--- src/rtl/median_pkg.sv ---
// Shared definitions for the median window address scanner: FSM state
// encoding and window-geometry helpers (radius and tap count).
package median_pkg;

    typedef enum logic [1:0] {
        ST_IDLE = 2'd0,
        ST_SCAN = 2'd1,
        ST_DONE = 2'd2
    } scan_state_e;

    // Window radius R = (WIN-1)/2 for an odd window side length.
    function automatic int unsigned win_radius(input int unsigned win);
        return (win - 1) / 2;
    endfunction

    // Number of taps in one window (WIN*WIN).
    function automatic int unsigned win_taps(input int unsigned win);
        return win * win;
    endfunction

    localparam int unsigned DEFAULT_WIN  = 3;
    localparam int unsigned DEFAULT_R    = (DEFAULT_WIN - 1) / 2;
    localparam int unsigned DEFAULT_TAPS = DEFAULT_WIN * DEFAULT_WIN;

endpackage

--- src/rtl/median_axis_counter.sv ---
// Loadable wrap-around counter used for each scan axis (dx, dy, center x,
// center y). Counts min..max, wraps to min, and flags the last value.
module median_axis_counter #(
    parameter int unsigned W       = 8,
    parameter logic [W-1:0] RST_VAL = '0
) (
    input  logic         clk,
    input  logic         rst_n,
    input  logic         load_i,
    input  logic         en_i,
    input  logic [W-1:0] min_i,
    input  logic [W-1:0] max_i,
    output logic [W-1:0] value_o,
    output logic         wrap_o
);

    logic [W-1:0] cnt_q;
    logic [W-1:0] cnt_d;

    // Next count: load takes priority, otherwise step and wrap at max.
    always_comb begin
        cnt_d = cnt_q;
        if (load_i) begin
            cnt_d = min_i;
        end else if (en_i) begin
            if (cnt_q == max_i) begin
                cnt_d = min_i;
            end else begin
                cnt_d = cnt_q + 1'b1;
            end
        end
    end

    // Count register, reset to the axis' first value.
    always_ff @(posedge clk or negedge rst_n) begin
        if (!rst_n) begin
            cnt_q <= RST_VAL;
        end else begin
            cnt_q <= cnt_d;
        end
    end

    assign value_o = cnt_q;
    assign wrap_o  = (cnt_q == max_i);

endmodule

--- src/rtl/median_window_scanner.sv ---
// Median window scanner: walks every window center of the image and emits
// the WIN*WIN tap addresses of each window with a valid/ready handshake.
// Optional build macro: MEDIAN_BORDER_CLAMP_EN -- scan every pixel as a
// center and clamp out-of-image taps to the border; without it only
// interior centers are scanned and no clamping logic exists.
module median_window_scanner
    import median_pkg::*;
#(
    parameter int unsigned IMG_W   = 64,
    parameter int unsigned IMG_H   = 64,
    parameter int unsigned WIN     = 3,
    parameter int unsigned COORD_W = 8
) (
    input  logic               clk,
    input  logic               reset,
    input  logic               start,
    input  logic               ready,
    output logic [COORD_W-1:0] xWindowAddress,
    output logic [COORD_W-1:0] yWindowAddress,
    output logic               addrValid,
    output logic [COORD_W-1:0] xWindowCenter,
    output logic [COORD_W-1:0] yWindowCenter,
    output logic               windowLast,
    output logic               imageDone,
    output logic               busy
);

    localparam int unsigned R = win_radius(WIN);

`ifdef MEDIAN_BORDER_CLAMP_EN
    localparam int unsigned CX_MIN = 0;
    localparam int unsigned CX_MAX = IMG_W - 1;
    localparam int unsigned CY_MIN = 0;
    localparam int unsigned CY_MAX = IMG_H - 1;
`else
    localparam int unsigned CX_MIN = R;
    localparam int unsigned CX_MAX = IMG_W - 1 - R;
    localparam int unsigned CY_MIN = R;
    localparam int unsigned CY_MAX = IMG_H - 1 - R;
`endif

    localparam logic [COORD_W-1:0] CX_MIN_C = COORD_W'(CX_MIN);
    localparam logic [COORD_W-1:0] CX_MAX_C = COORD_W'(CX_MAX);
    localparam logic [COORD_W-1:0] CY_MIN_C = COORD_W'(CY_MIN);
    localparam logic [COORD_W-1:0] CY_MAX_C = COORD_W'(CY_MAX);
    localparam logic [COORD_W-1:0] D_MAX_C  = COORD_W'(WIN - 1);

    scan_state_e state_q;
    scan_state_e state_d;

    logic               valid;
    logic               accept;
    logic               start_load;
    logic               dx_en, dy_en, cx_en, cy_en;
    logic               dx_wrap, dy_wrap, cx_wrap, cy_wrap;
    logic               scan_end;
    logic [COORD_W-1:0] dx_idx, dy_idx, cx_val, cy_val;
    logic [COORD_W-1:0] tap_x, tap_y;

    assign valid      = (state_q == ST_SCAN);
    assign accept     = valid && ready;
    assign start_load = (state_q == ST_IDLE) && start;

    // Nested enables: dx fastest, then dy, then center x, then center y.
    assign dx_en    = accept;
    assign dy_en    = dx_en && dx_wrap;
    assign cx_en    = dy_en && dy_wrap;
    assign cy_en    = cx_en && cx_wrap;
    assign scan_end = cy_en && cy_wrap;

    median_axis_counter #(.W(COORD_W), .RST_VAL('0)) u_dx (
        .clk(clk), .rst_n(reset), .load_i(start_load), .en_i(dx_en),
        .min_i('0), .max_i(D_MAX_C), .value_o(dx_idx), .wrap_o(dx_wrap)
    );

    median_axis_counter #(.W(COORD_W), .RST_VAL('0)) u_dy (
        .clk(clk), .rst_n(reset), .load_i(start_load), .en_i(dy_en),
        .min_i('0), .max_i(D_MAX_C), .value_o(dy_idx), .wrap_o(dy_wrap)
    );

    median_axis_counter #(.W(COORD_W), .RST_VAL(CX_MIN_C)) u_cx (
        .clk(clk), .rst_n(reset), .load_i(start_load), .en_i(cx_en),
        .min_i(CX_MIN_C), .max_i(CX_MAX_C), .value_o(cx_val), .wrap_o(cx_wrap)
    );

    median_axis_counter #(.W(COORD_W), .RST_VAL(CY_MIN_C)) u_cy (
        .clk(clk), .rst_n(reset), .load_i(start_load), .en_i(cy_en),
        .min_i(CY_MIN_C), .max_i(CY_MAX_C), .value_o(cy_val), .wrap_o(cy_wrap)
    );

`ifdef MEDIAN_BORDER_CLAMP_EN
    logic signed [COORD_W:0] tap_x_s, tap_y_s;

    // Signed tap position, then clamp to the image border.
    always_comb begin
        tap_x_s = $signed({1'b0, cx_val}) + $signed({1'b0, dx_idx})
                  - $signed((COORD_W+1)'(R));
        tap_y_s = $signed({1'b0, cy_val}) + $signed({1'b0, dy_idx})
                  - $signed((COORD_W+1)'(R));
        tap_x = tap_x_s[COORD_W-1:0];
        tap_y = tap_y_s[COORD_W-1:0];
        if (tap_x_s < 0) begin
            tap_x = '0;
        end else if (tap_x_s > $signed((COORD_W+1)'(IMG_W - 1))) begin
            tap_x = COORD_W'(IMG_W - 1);
        end
        if (tap_y_s < 0) begin
            tap_y = '0;
        end else if (tap_y_s > $signed((COORD_W+1)'(IMG_H - 1))) begin
            tap_y = COORD_W'(IMG_H - 1);
        end
    end
`else
    // Interior centers keep every tap inside the image, so the sign bit of
    // the widened sum is always zero and the sum is formed at COORD_W bits.
    always_comb begin
        tap_x = cx_val + dx_idx - COORD_W'(R);
        tap_y = cy_val + dy_idx - COORD_W'(R);
    end
`endif

    // Scan sequencing: IDLE -> SCAN on start, SCAN -> DONE on final tap.
    always_comb begin
        state_d = state_q;
        unique case (state_q)
            ST_IDLE: if (start) state_d = ST_SCAN;
            ST_SCAN: if (scan_end) state_d = ST_DONE;
            ST_DONE: state_d = ST_IDLE;
            default: state_d = ST_IDLE;
        endcase
    end

    // FSM state register.
    always_ff @(posedge clk or negedge reset) begin
        if (!reset) begin
            state_q <= ST_IDLE;
        end else begin
            state_q <= state_d;
        end
    end

    assign addrValid      = valid;
    assign xWindowAddress = valid ? tap_x  : '0;
    assign yWindowAddress = valid ? tap_y  : '0;
    assign xWindowCenter  = valid ? cx_val : '0;
    assign yWindowCenter  = valid ? cy_val : '0;
    assign windowLast     = valid && dx_wrap && dy_wrap;
    assign imageDone      = (state_q == ST_DONE);
    assign busy           = (state_q != ST_IDLE);

endmodule

--- config.mk ---
export PLATFORM = sky130hd
export DESIGN_NAME = median_window_scanner
export DESIGN_NICKNAME = d
export VERILOG_FILES = /design/src/rtl/median_pkg.sv /design/src/rtl/median_axis_counter.sv /design/src/rtl/median_window_scanner.sv
export SDC_FILE = /design/constraint.sdc
export NUM_CORES = 1
export LEC_CHECK = 0
export ABC_AREA = 1
export BUFFER_PORTS_ARGS = -buffer_cell sky130_fd_sc_hd__buf_2
export CORE_UTILIZATION = 40
export DETAILED_ROUTE_END_ITERATION = 8
export GPL_ROUTABILITY_DRIVEN = 0
export HOLD_SLACK_MARGIN = 0.1
export SETUP_SLACK_MARGIN = 0.15
export SLEW_MARGIN = 20
export SYNTH_ARGS = -nofsm -noshare
export SYNTH_HDL_FRONTEND = slang
export SYNTH_HIERARCHICAL = 1
export SYNTH_SLANG_ARGS = --single-unit
--- constraint.sdc ---
create_clock -name clk -period 6.5 [get_ports clk]
set_input_delay 1.3 -clock clk [delete_from_list [all_inputs] [get_ports clk]]
set_output_delay 1.3 -clock clk [all_outputs]
set_load 0.02 [all_outputs]
=== Word-level counts from Yosys, hierarchy flattened ===
Cells that the tools add are included.

* Add/subtract/negate cells: 8
* Reduce and logical (&&, ||, !) cells: 15
* Mux-type cells: 19
* Equal/unequal tests: 8

{| class="wikitable"
|+ Operators by type and width
! kind !! number
|-
| $mux W8 || 16
|-
| $add A8 B1 Y8 const B || 4
|-
| $add A8 B8 Y8 || 2
|-
| $eq A8 B2 Y1 const B || 2
|-
| $eq A8 B6 Y1 const B || 2
|-
| $sub A8 B1 Y8 const B || 2
|-
| $reduce_bool A2 Y1 || 5
|-
| $logic_and A1 B1 Y1 || 8
|-
| $mux W2 || 2
|-
| $pmux W2 S2 || 1
|-
| $eq A2 B1 Y1 const B || 1
|-
| $eq A2 B2 Y1 const B || 1
|-
| $logic_not A2 Y1 || 1
|-
| $ne A2 B1 Y1 const B || 1
|-
| $ne A2 B2 Y1 const B || 1
|-
| $reduce_and A2 Y1 || 1
|}

* Output and inout port bits: 36
* Logic and storage cells: 55
* Register bits: 34
* Bits of input ports: 4

=== Logic depth before layout (Yosys ltp) ===
* Word-level depth: 8
* Gate-level depth with buffers: 16
* Gate-level depth less buffers: 15

=== By module ===
Netlist, hierarchy kept.

{| class="wikitable"
|+ By module, submodules not included
! module !! area an instance (um2) !! cells an instance !! instances
|-
| median_axis_counter (u_cx ...) || 790.8 || 114 || 2
|-
| median_axis_counter (u_dx ...) || 789.5 || 114 || 2
|-
| median_window_scanner || 1351.3 || 233 || 1
|}

=== Worst setup path before layout ===
Ideal clock, no wire load.

* Kind: flip-flop to output port
* From: register u_cy.cnt_q[0], in the netlist u_cy/value_o[0]
* To: output yWindowAddress[7]
* Arrival: 1.942 ns
* Path slack: 3.258 ns
* Stages on the path, launching flop included: 12
* Path buffers: 0
* Cells stage by stage: dfstp_2 -> inv_1 -> ha_1 -> inv_1 -> ha_1 -> inv_1 -> fa_1 -> inv_1 -> nand2_1 -> nand3_1 -> nor2_1 -> nor2_1

* Word-level cells in the longest chain between the ends: 3

{| class="wikitable"
|+ RTL lines
! what !! RTL line !! text
|-
| from (decl) || median_axis_counter.sv:17 || <nowiki>logic [W-1:0] cnt_q;</nowiki>
|-
| from (signal assigned) || median_axis_counter.sv:39 || <nowiki>cnt_q <= cnt_d;</nowiki>
|-
| $add A8 B8 Y8 || median_window_scanner.sv:118 || <nowiki>tap_y = cy_val + dy_idx - COORD_W'(R);</nowiki>
|-
| $sub A8 B1 Y8 || median_window_scanner.sv:118 ||
|-
| $mux W8 || median_window_scanner.sv:144 || <nowiki>assign yWindowAddress = valid ? tap_y : '0;</nowiki>
|-
| to (decl) || median_window_scanner.sv:19 || <nowiki>output logic [COORD_W-1:0] yWindowAddress,</nowiki>
|}

No other way between the ends.

=== Final worst setup path ===
* From: register u_cx.cnt_q[3], in the netlist u_cx/value_o[3]
* To: output xWindowAddress[4]

* Word-level cells in the longest chain between the ends: 3

{| class="wikitable"
|+ RTL lines
! what !! RTL line !! text
|-
| from (decl) || median_axis_counter.sv:17 ||
|-
| from (signal assigned) || median_axis_counter.sv:39 ||
|-
| $add A8 B8 Y8 || median_window_scanner.sv:117 || <nowiki>tap_x = cx_val + dx_idx - COORD_W'(R);</nowiki>
|-
| $sub A8 B1 Y8 || median_window_scanner.sv:117 ||
|-
| $mux W8 || median_window_scanner.sv:143 || <nowiki>assign xWindowAddress = valid ? tap_x : '0;</nowiki>
|-
| to (decl) || median_window_scanner.sv:18 || <nowiki>output logic [COORD_W-1:0] xWindowAddress,</nowiki>
|}

No other way between the ends.

==> results by group <==
Critical path
  • Worst Path Required: 5200 ps
  • Crit. End Element: primary output
  • Crit start category: flip-flop
  • Worst EP arrival: 2390 ps
  • Worst Path Max Fanout: 7
  • R2r setup slk: 4220 ps
  • WS Path Type: reg -> out

Timing
  • Period utilization: 56.8%
  • Setup TNS: 0 ps
  • Final slew viol count: 0
  • Worst slew pin tran: 824 ps
  • Clock Skews: 3.29 ps
  • Final setup viols: 0
  • Final Hold Vio Count: 0
  • Highest clock rate: 271 MHz
  • RSZ-0062 raised after global routing: false
  • Tmin final: 3690 ps
  • Normalized max-slew margin: 45.0%

Yosys
  • YS warnings: 6
  • Flop and latch count out of synthesis: 34
  • Mapped Area: 0.00451 mm²
  • Syn avg cell area: 6.55 µm²
  • Synth unique cells: 34
  • Gate Count Post-Synth: 689
  • Seq/Total Area, Yosys: 18.9%

Final layout
  • Cell Count, Final, Fillers Out: 938
  • Commonest non-fill, non-tap cell in the layout: nand2_1
  • Layout overhead on the synthesized area: 15.1%
  • Post-layout nets: 834
  • Antenna diodes: 0
  • # fillers: 1134
  • Most frequent cells in the layout: nand2_1, inv_1, nand3_1
  • Layout cells sized above 1: 19.8%

Route
  • DR iter-0 viols: 120
  • First drt pass iteration count: 4
  • Drt wl/cell: 10.4 µm
  • Routed vias/inst: 4.23
  • Via Count: 3965
  • DRT antenna net count: 0
  • Final wirelength: 9.75 mm
  • Residual DRC: 0

Placement
  • PortBufs: 39
  • Half-perimeter wire length after placement: 7.51 mm
  • Cells after DPL: 931

GRT
  • Vias in the first global route: 3702
  • Initial antenna violation count: 0
  • GRT overflow: 0
  • Global-route wire length before repair: 17.1 mm
  • Largest net degree at the start of global routing: 35
  • Total GRT Usage: 18.2%

Clock network
  • Clk buf depth: 2
  • # hold bufs at CTS: 0
  • # clock sinks: 34
  • CTS tree: built
  • CTS H-tree lvls: 2
  • Post_cts resized: 0
  • Clock Root Buffer: clkbuf_16
  • Worst-Skew Late Latency: 280 ps
  • Post CTS Setup Buffer Count: 0
  • CTS Buf Count: 5
  • Clock Pin Slew Worst Setup and Hold Paths: 60 ps

Floorplan
  • Initial Util: 41.3%
  • Die width: 108 µm
  • Core area: 0.0109 mm²
  • Die Ht: 108 µm
  • Die area: 0.0117 mm²
  • Ports: 40
  • Rows: 38

Power and ir drop
  • Peak VDD IR: 211 µV
  • Power Dens Cells: 249 mW/mm²
  • Leakage: 2.94 nW

Min path
  • Hold Path Class: reg -> reg

Status
  • Status: complete, no violations

Run
  • Max-capacitance violation count: 0
[worst max-delay path, stage by stage, from the launching register on]
cell	delay, ps
dfrtp_1	530
inv_1	140
ha_1	290
inv_1	40
ha_1	330
or2_1	240
and2_4	170
nand2_2	40
nand2_1	40
nor2_1	100
buf_2	180
[per-stage QoR]
stage	total power [W]	utilization [%]	hold slack (ps)	instance area [µm²]	worst slack, ps
after floorplan	0.000842	-	489	4790	3260
after global placement	0.00101	45.9	507	5020	3110
after detailed placement	0.00102	45.9	512	5020	3090
after CTS	0.00131	47.5	521	5190	2770
after global routing	0.00141	47.5	552	5190	2620
final	0.00129	47.5	520	5190	2810
[cell usage after synthesis]
master    count  area share, %
nor2_2       29            4.0
o21ai_0       2           0.22
clkinv_1      4           0.33
conb_1        2           0.17
xnor2_4       4            2.4
or2_1         2           0.28
nand2_1     178             15
inv_2         5           0.42
nand4_2       1           0.28
inv_1       154             13
nand3b_1      2           0.33
nor2_8        1           0.44
nand2_4       4            1.0
xnor2_2       4            1.4
nor2_1       37            3.1
nor2_4        4            1.0
dfstp_2       2            1.2
buf_8         1           0.33
nand2_2      47            6.5
buf_12        1           0.44
and2_4        2           0.39
xor2_1        8            1.6
fa_1          2           0.89
ha_1         30            8.3
nand3_2       4           0.89
nand2_8       4            1.8
inv_4         1           0.14
nand3_1      78            8.7
dfrtp_1      32             18
buf_6         9            2.2
a21oi_1       8           0.89
o21bai_1      6            1.0
xnor2_1      20            3.9
o21ai_1       1           0.11
[worst paths after layout]
| check | cells past startpoint | from | end |
|---|---|---|---|
| worst max-delay path | 10 | u_cx/value_o[3] | xWindowAddress[4] |
| worst min-delay path | 2 | u_cy/value_o[0] | u_cy/value_o[0] |
| worst max register to register | 15 | u_dx/value_o[4] | u_cy/value_o[1] |
| worst min register to register | 2 | u_cy/value_o[0] | u_cy/value_o[0] |
| max in group asynchronous | 1 | reset | u_dx/value_o[6] |
| min in group asynchronous | 1 | reset | u_cx/value_o[5] |
[report_power, final]
group          switching [W]  leakage (nW)  total, W  internal, W
registers          0.0000497         0.455  0.000283     0.000234
logic               0.000441          2.40  0.000728     0.000287
clock network      0.0000925        0.0829  0.000282     0.000189
[kinds of logic (layout without fill, tap and decap cells)]
logic type,count (synthesis),after routing,synth area share [%]
and+or+nand+nor,393,393,43.5
buffers and inverters,175,210,16.7
xor gates and xnor gates,36,36,9.32
DFF,34,34,18.9
adders and majority gates,32,32,9.21
AOI/OAI and AO/OA,17,17,2.22
other,2,76,0.166
[sequential cells by signal, summed over array words and instances, names as in the netlist]
signal	flops
state_q	2
u_dx/value_o	8
u_dy/value_o	8
u_cy/value_o	8
u_cx/value_o	8
[routing by layer]
layer | wire length [µm] | GRT usage, % | part of all wire [%]
met1 | 4820 | 24.7 | 49
met2 | 4620 | 31.1 | 47
met3 | 214 | 1.69 | 2.2
met4 | 91 | 4.40 | 0.93
met5 | 0 | 0 | 0
[layout make-up]
| type | instances | area, µm² | area share, % |
|---|---|---|---|
| clock buffer | 6 | 139 | 2.67 |
| sequential | 34 | 853 | 16.4 |
| timing repair buffer | 39 | 195 | 3.76 |
| tap | 140 | 175 | 3.37 |
| clock inverter | 1 | 30.0 | 0.578 |
| multi-input combinational | 554 | 3180 | 61.3 |
| inverter | 164 | 618 | 11.9 |
Note: power is estimated with default switching activity, not from simulation.
